<file path="config.mk">
export PLATFORM = sky130hd
export DESIGN_NAME = bht_sat_predictor_flat
export DESIGN_NICKNAME = d
export VERILOG_FILES = /design/src/rtl/bht_sat_predictor_pkg.sv /design/src/rtl/bht_sat_predictor_if.sv /design/src/rtl/bht_ctr_update.sv /design/src/rtl/bht_sat_predictor.sv /design/src/flat_wrapper.sv
export SDC_FILE = /design/constraint.sdc
export NUM_CORES = 1
export LEC_CHECK = 0
export CORE_UTILIZATION = 42
export CTS_BUF_LIST = sky130_fd_sc_hd__clkbuf_4 sky130_fd_sc_hd__clkbuf_8
export DETAILED_ROUTE_END_ITERATION = 6
export GPL_TIMING_DRIVEN = 0
export SYNTH_ARGS = -nofsm -noshare
export SYNTH_HDL_FRONTEND = slang
export SYNTH_SLANG_ARGS = --single-unit
</file>
<file path="constraint.sdc">
create_clock -name clk -period 8 [get_ports clk]
set_clock_uncertainty 0.05 [all_clocks]
set_input_delay 0.8 -clock clk [delete_from_list [all_inputs] [get_ports clk]]
set_output_delay 0.8 -clock clk [all_outputs]
set_load 0.02 [all_outputs]
</file>
<file path="src/rtl/bht_sat_predictor_pkg.sv">
// Shared types and helpers for the saturating-counter branch history table.
package bht_pkg;

    typedef enum logic {
        BHT_INIT,
        BHT_RUN
    } bht_state_e;

    localparam int BHT_DEPTH_DEF = 32;
    localparam int BHT_CTR_W_DEF = 2;

    // Saturating up/down counter step for a w-bit counter: clamps at 0 and 2**w-1.
    function automatic int unsigned ctr_next(input int unsigned ctr,
                                             input logic        taken,
                                             input int unsigned w);
        int unsigned max_v;
        max_v = (32'd1 << w) - 32'd1;
        if (taken) begin
            return (ctr >= max_v) ? max_v : ctr + 32'd1;
        end
        return (ctr == 32'd0) ? 32'd0 : ctr - 32'd1;
    endfunction

endpackage

</file>
<file path="src/rtl/bht_sat_predictor_if.sv">
// Prediction / resolution bus of the branch history table.
// With BHT_GSHARE_EN defined the bus also carries the global history
// captured with a prediction (pred_ghr) and returned with its update (upd_ghr).
interface bht_sat_predictor_if #(
    parameter int IDX_W = 5,
    parameter int CTR_W = 2
`ifdef BHT_GSHARE_EN
    ,
    parameter int GHR_W = IDX_W
`endif
);
    logic             en;
    logic             rd_valid;
    logic [IDX_W-1:0] rd_idx;
    logic             pred_valid;
    logic             pred_taken;
    logic [CTR_W-1:0] pred_ctr;
    logic             upd_valid;
    logic [IDX_W-1:0] upd_idx;
    logic             upd_taken;
    logic             ready;
`ifdef BHT_GSHARE_EN
    logic [GHR_W-1:0] upd_ghr;
    logic [GHR_W-1:0] pred_ghr;

    modport master (
        output en, rd_valid, rd_idx, upd_valid, upd_idx, upd_taken, upd_ghr,
        input  pred_valid, pred_taken, pred_ctr, ready, pred_ghr
    );
    modport slave (
        input  en, rd_valid, rd_idx, upd_valid, upd_idx, upd_taken, upd_ghr,
        output pred_valid, pred_taken, pred_ctr, ready, pred_ghr
    );
`else
    modport master (
        output en, rd_valid, rd_idx, upd_valid, upd_idx, upd_taken,
        input  pred_valid, pred_taken, pred_ctr, ready
    );
    modport slave (
        input  en, rd_valid, rd_idx, upd_valid, upd_idx, upd_taken,
        output pred_valid, pred_taken, pred_ctr, ready
    );
`endif
endinterface

</file>
<file path="src/rtl/bht_ctr_update.sv">
// Combinational next-state of one CTR_W-bit saturating direction counter.
module bht_ctr_update
    import bht_pkg::*;
#(
    parameter int CTR_W = BHT_CTR_W_DEF
) (
    input  logic [CTR_W-1:0] ctr_i,
    input  logic             taken_i,
    output logic [CTR_W-1:0] ctr_o
);

    assign ctr_o = CTR_W'(ctr_next(32'(ctr_i), taken_i, CTR_W));

endmodule

</file>
<file path="src/rtl/bht_sat_predictor.sv">
// Branch history table of DEPTH saturating counters with registered prediction,
// single-cycle update, post-reset init sweep and read-during-write bypass.
// Optional gshare indexing is enabled by defining BHT_GSHARE_EN.
module bht_sat_predictor
    import bht_pkg::*;
#(
    parameter int DEPTH    = BHT_DEPTH_DEF,
    parameter int CTR_W    = BHT_CTR_W_DEF,
    parameter int INIT_CTR = 2**(CTR_W-1)-1
`ifdef BHT_GSHARE_EN
    ,
    parameter int GHR_W    = $clog2(DEPTH)
`endif
) (
    input  logic               clk,
    input  logic               rst,
    bht_sat_predictor_if.slave bus
);

    localparam int               IDX_W    = $clog2(DEPTH);
    localparam logic [IDX_W-1:0] LAST_IDX = IDX_W'(DEPTH-1);

    bht_state_e       state_q;
    logic [IDX_W-1:0] ptr_q;
    logic [IDX_W-1:0] ptr_d;
    logic             ready_q;
    logic             pred_valid_q;
    logic             pred_taken_q;
    logic [CTR_W-1:0] pred_ctr_q;

    logic [CTR_W-1:0] table_q [DEPTH];

    logic             run;
    logic             rd_acc;
    logic             upd_acc;
    logic [IDX_W-1:0] rd_hidx;
    logic [IDX_W-1:0] upd_hidx;
    logic [CTR_W-1:0] upd_cur;
    logic [CTR_W-1:0] upd_next;
    logic [CTR_W-1:0] rd_ctr_d;

    logic             tbl_we;
    logic [IDX_W-1:0] tbl_waddr;
    logic [CTR_W-1:0] tbl_wdata;

`ifdef BHT_GSHARE_EN
    logic [GHR_W-1:0] ghr_q;
    logic [GHR_W-1:0] ghr_d;
    logic [GHR_W-1:0] pred_ghr_q;

    // Hash both ports with global history; updates use the history seen at prediction time.
    assign rd_hidx  = bus.rd_idx ^ IDX_W'(ghr_q);
    assign upd_hidx = bus.upd_idx ^ IDX_W'(bus.upd_ghr);

    if (GHR_W == 1) begin : g_ghr1
        assign ghr_d = bus.upd_taken;
    end else begin : g_ghrn
        assign ghr_d = {ghr_q[GHR_W-2:0], bus.upd_taken};
    end

    assign bus.pred_ghr = pred_ghr_q;
`else
    assign rd_hidx  = bus.rd_idx;
    assign upd_hidx = bus.upd_idx;
`endif

    assign run     = (state_q == BHT_RUN);
    assign rd_acc  = run && bus.en && bus.rd_valid;
    assign upd_acc = run && bus.en && bus.upd_valid;
    assign ptr_d   = ptr_q + IDX_W'(1);

    assign upd_cur = table_q[upd_hidx];

    bht_ctr_update #(
        .CTR_W (CTR_W)
    ) u_ctr_upd (
        .ctr_i   (upd_cur),
        .taken_i (bus.upd_taken),
        .ctr_o   (upd_next)
    );

    // A read hitting the entry being updated this cycle sees the post-update value.
    assign rd_ctr_d = (upd_acc && (upd_hidx == rd_hidx)) ? upd_next : table_q[rd_hidx];

    // Select the single table write: sweep fill during INIT, counter update during RUN.
    always_comb begin
        tbl_we    = 1'b0;
        tbl_waddr = ptr_q;
        tbl_wdata = CTR_W'(INIT_CTR);
        if (!rst) begin
            if (state_q == BHT_INIT) begin
                tbl_we = 1'b1;
            end else if (upd_acc) begin
                tbl_we    = 1'b1;
                tbl_waddr = upd_hidx;
                tbl_wdata = upd_next;
            end
        end
    end

    // Counter storage; contents are defined by the init sweep, not by reset.
    always_ff @(posedge clk) begin
        if (tbl_we) begin
            table_q[tbl_waddr] <= tbl_wdata;
        end
    end

    // Control FSM with registered prediction outputs and ready flag.
    always_ff @(posedge clk) begin
        if (rst) begin
            state_q      <= BHT_INIT;
            ptr_q        <= '0;
            ready_q      <= 1'b0;
            pred_valid_q <= 1'b0;
            pred_taken_q <= 1'b0;
            pred_ctr_q   <= '0;
`ifdef BHT_GSHARE_EN
            ghr_q        <= '0;
            pred_ghr_q   <= '0;
`endif
        end else begin
            case (state_q)
                BHT_INIT: begin
                    pred_valid_q <= 1'b0;
                    ptr_q        <= ptr_d;
                    if (ptr_q == LAST_IDX) begin
                        state_q <= BHT_RUN;
                        ready_q <= 1'b1;
                    end
                end
                BHT_RUN: begin
                    pred_valid_q <= rd_acc;
                    if (rd_acc) begin
                        pred_ctr_q   <= rd_ctr_d;
                        pred_taken_q <= rd_ctr_d[CTR_W-1];
`ifdef BHT_GSHARE_EN
                        pred_ghr_q   <= ghr_q;
`endif
                    end
`ifdef BHT_GSHARE_EN
                    if (upd_acc) begin
                        ghr_q <= ghr_d;
                    end
`endif
                end
                default: begin
                    state_q <= BHT_INIT;
                end
            endcase
        end
    end

    assign bus.ready      = ready_q;
    assign bus.pred_valid = pred_valid_q;
    assign bus.pred_taken = pred_taken_q;
    assign bus.pred_ctr   = pred_ctr_q;

endmodule

</file>
<file path="src/flat_wrapper.sv">
// flat-port wrapper written by rule: the top's interface ports become plain ports
module bht_sat_predictor_flat import bht_pkg::*;
#(
    parameter int DEPTH    = BHT_DEPTH_DEF,
    parameter int CTR_W    = BHT_CTR_W_DEF,
    parameter int INIT_CTR = 2**(CTR_W-1)-1

)
  (clk, rst, bus_en, bus_rd_valid, bus_rd_idx, bus_upd_valid, bus_upd_idx, bus_upd_taken, bus_pred_valid, bus_pred_taken, bus_pred_ctr, bus_ready);
  bht_sat_predictor_if #(.CTR_W(CTR_W)) bus_i ();
  input  logic clk;
  input  logic rst;
  input wire logic [$bits(bus_i.en)-1:0] bus_en;
  input wire logic [$bits(bus_i.rd_valid)-1:0] bus_rd_valid;
  input wire logic [$bits(bus_i.rd_idx)-1:0] bus_rd_idx;
  input wire logic [$bits(bus_i.upd_valid)-1:0] bus_upd_valid;
  input wire logic [$bits(bus_i.upd_idx)-1:0] bus_upd_idx;
  input wire logic [$bits(bus_i.upd_taken)-1:0] bus_upd_taken;
  output wire logic [$bits(bus_i.pred_valid)-1:0] bus_pred_valid;
  output wire logic [$bits(bus_i.pred_taken)-1:0] bus_pred_taken;
  output wire logic [$bits(bus_i.pred_ctr)-1:0] bus_pred_ctr;
  output wire logic [$bits(bus_i.ready)-1:0] bus_ready;
  assign bus_i.en = bus_en;
  assign bus_i.rd_valid = bus_rd_valid;
  assign bus_i.rd_idx = bus_rd_idx;
  assign bus_i.upd_valid = bus_upd_valid;
  assign bus_i.upd_idx = bus_upd_idx;
  assign bus_i.upd_taken = bus_upd_taken;
  assign bus_pred_valid = bus_i.pred_valid;
  assign bus_pred_taken = bus_i.pred_taken;
  assign bus_pred_ctr = bus_i.pred_ctr;
  assign bus_ready = bus_i.ready;
  bht_sat_predictor #(.DEPTH(DEPTH), .CTR_W(CTR_W), .INIT_CTR(INIT_CTR)) u_core (.clk(clk), .rst(rst), .bus(bus_i));
endmodule
</file>
==> impl_metrics.py <==
metrics = {
    "run_status": {
        "status": "complete, no violations",
    },
    "power_and_ir_drop": {
        "p_int_w": 0.000586,
        "pwr-share-seq": 0.545,
        "finalPower_w": 0.000767,
        "pwr-share-clk": 0.365,
        "combPwrFrac": 0.090,
        "switchingPower_w": 0.000181,
        "swShare": 0.236,
        "p_per_area_nw_per_um2": 174,
        "leakage_nw": 1.68,
        "vdd_drop_max_v": 0.0000705,
    },
    "layout": {
        "final_core_util": 0.495,
        "finalNetCount": 349,
        "fillCellCount": 789,
        "layout_commonest_cell": "edfxtp_1",
        "multi_input_area_sq_um": 1670,
        "final_cell_mix": "64 x edfxtp_1, 51 x nor2_1, 38 x mux2i_1",
        "drive_gt1_frac": 0.107,
        "seq_area_sq_um": 2120,
        "antenna_cells": 0,
        "final_cells": 443,
        "syn2layout_area_growth_pct": 12.4,
    },
    "setup_path": {
        "crit_path_top_delay_cell": "nand2_1",
        "rr_startpoint": "u_core.table_q[5][1]",
        "critPathMaxFanout": 32,
        "timing.rr.end": "u_core.table_q[17][0]",
        "crit_type": "in -> reg",
        "critical_path_required_ns": 7.78,
        "r2r_slack_ns": 5.22,
        "cp.arrival_ns": 3.71,
        "ff2ff_path_depth": 6,
        "end_kind": "register",
        "path_cells": "clkdlybuf4s50_1 -> nor2b_1 -> clkbuf_1 -> a22oi_1 -> and3_1 -> a211oi_1 -> maj3_1 -> nand2_1",
        "crit_path_start_kind": "input port",
        "cp_slowest_stage_delay_ns": 0.63,
    },
    "place": {
        "hpwl_microns": 6560,
        "portBuffers": 14,
        "gp_congestion": 0.869,
        "placed_cells": 428,
    },
    "yosys": {
        "synth_warnings": 0,
        "synth_area_per_cell_sq_um": 12.8,
        "synth_edf_count": 64,
        "syn_nets": 323,
        "synth_largest_area_cell": "edfxtp_1",
        "synth.distinct_cells": 39,
        "ys.flop_type": "edfxtp_1",
        "async_flop_share": 0,
        "yosys.area_share.simple": 0.124,
        "syn_area_sq_um": 3920,
        "seq_area_frac_synth": 0.542,
        "netlist_instances": 305,
        "ys_ff_latch": 74,
        "synth_fa_ha_area_frac": 0.0115,
        "synth-compound-area-share": 0.0501,
        "synthXorXnorAreaFrac": 0.0179,
        "synth.area.top_cells": "edfxtp_1 49%, mux2i_1 9.7%, mux4_1 7.4%",
        "yosys.area.top_type_share": 0.491,
        "synth_top_family_by_area": "multiplexers",
        "synthMuxAreaShare": 0.223,
    },
    "worst_hold_path": {
        "hold_depth": 2,
        "hold_path_end": "u_core.bus.ready",
        "hp-start": "u_core.bus.ready",
        "hold_path.class": "reg -> reg",
    },
    "floorplanning": {
        "start_util": 0.441,
        "die_y_microns": 98.6,
        "die-area_sq_um": 9720,
        "ioPinCount": 21,
        "die_w_microns": 98.6,
        "fp-row-count": 34,
        "coreArea_sq_um": 8890,
    },
    "grt": {
        "gr-total-overflow": 0,
        "grt_max_degree": 33,
        "antenna_found_initial": 0,
        "grt_pass1_wl_microns": 14400,
        "grt_pass1_vias": 2559,
        "grtUsageTotal": 0.204,
    },
    "sta": {
        "setup_viol": 0,
        "finalCritPeriodShare": 0.491,
        "relSlewSlack": 0.291,
        "min_period_ns": 3.92,
        "finalHoldViolCount": 0,
        "rsz0062_at_grt": "no",
        "finalMaxSlewViolations": 0,
        "clock.fmax_mhz": 255,
        "tns_ns": 0,
        "tightest_slew_ns": 1.06,
    },
    "clock_network": {
        "cts_inserted_buffers": 9,
        "cts_resized": 0,
        "hold_buffers": 0,
        "cts_tree": "yes",
        "root_buffer": "clkbuf_8",
        "path_clk_slew_ns": 0.08,
        "cts.sinks": 74,
        "insertion_delay_ns": 0.35,
        "cts.path.max_buffers": 2,
        "htreeDepth": 3,
        "postCtsSetupBuffers": 0,
    },
    "routing": {
        "routed_wl_microns": 9280,
        "drt_iter0_markers": 122,
        "route.detailed.drc": 0,
        "wire_per_inst_microns": 21.0,
        "dr.pass1.iters": 5,
        "route.vias.total": 2621,
        "antenna_left": 0,
        "vias_per_cell": 5.92,
    },
    "job": {
        "cap_violations": 0,
    },
}
[worst max-delay path, delay by kind of cell]
kind | cells | cell delay [ns]
simple gates | 3 | 1.03
buf+inv | 2 | 1.01
compound gates | 2 | 0.53
fa+ha+maj | 1 | 0.29
[through the flow]
step           instance area [sq um]  hold WS, ns  worst slack [ns]
2_1_floorplan                   3920        0.465              4.63
3_3_place_gp                    4190        0.403              2.90
3_5_place_dp                    4220        0.408              3.71
4_1_cts                         4400        0.430              4.07
5_1_grt                         4400        0.465              3.89
6_report                        4400        0.428              4.08
[synthesized netlist by cell type, types with 4 or more instances]
library cell	n
a21oi_1	9
mux4_1	11
and3_1	4
a22oi_1	11
nand2_1	29
edfxtp_1	64
dfxtp_1	10
mux4_2	9
mux2i_1	38
clkbuf_1	6
nand2b_1	4
nand3_1	9
xor2_1	5
nor2_1	52
[final cells by class]
type                            count  area share
Clock inverter                      6      0.0131
Multi-Input combinational cell    210       0.379
Buffer                             18      0.0264
Clock buffer                        9      0.0281
Inverter                            3     0.00256
Tap cell                          108      0.0307
Sequential cell                    74       0.482
Timing Repair Buffer               15      0.0381
[per-layer routing]
metal  vias to the layer above  wire [microns]  track usage
met5                         -               0            0
met4                         0             261       0.0861
met3                        23             561       0.0454
met2                        90            4330        0.329
met1                      1297            4120        0.268
li1                       1211               -            -
[sequential cells by signal (all words and copies together), names as in the netlist]
register and count:
u_core.bus.pred_ctr 2, u_core.bus.ready 1, u_core.run 1, u_core.table_q 64, u_core.ptr_q 5, u_core.bus.pred_valid 1
[logic make-up (layout without fill, tap and decap cells)]
group,Yosys count,count (layout)
AOI/OAI and AO/OA,29,29
xor gates and xnor gates,8,8
adders and majority gates,4,4
buffers and inverters,21,51
DFF,74,74
muxes,58,58
and+or+nand+nor,111,111
[worst max path at each step]
stage,cells after the start,slack (ns),endpoint,startpoint
2_1_floorplan,9,4.63,u_core.table_q[0][1],bus_upd_idx[2]
3_3_place_gp,9,2.90,u_core.table_q[10][1],bus_upd_idx[1]
3_5_place_dp,8,3.71,u_core.table_q[10][0],bus_upd_idx[1]
4_1_cts,8,4.07,u_core.table_q[26][0],bus_upd_idx[1]
5_1_grt,8,3.89,u_core.table_q[26][0],bus_upd_idx[1]
6_report,8,4.08,u_core.table_q[17][0],bus_upd_idx[1]
[power groups by stage]
stage | Sequential (W) | Combinational (W) | Clock (W)
after global routing | 0.000418 | 0.0000736 | 0.000298
final | 0.000418 | 0.0000690 | 0.000280
after floorplan | 0.000426 | 0.0000463 | 0
after global placement | 0.000427 | 0.0000677 | 0
after CTS | 0.000418 | 0.0000686 | 0.000285
after detailed placement | 0.000427 | 0.0000682 | 0
(Power assumes the default switching activity.)
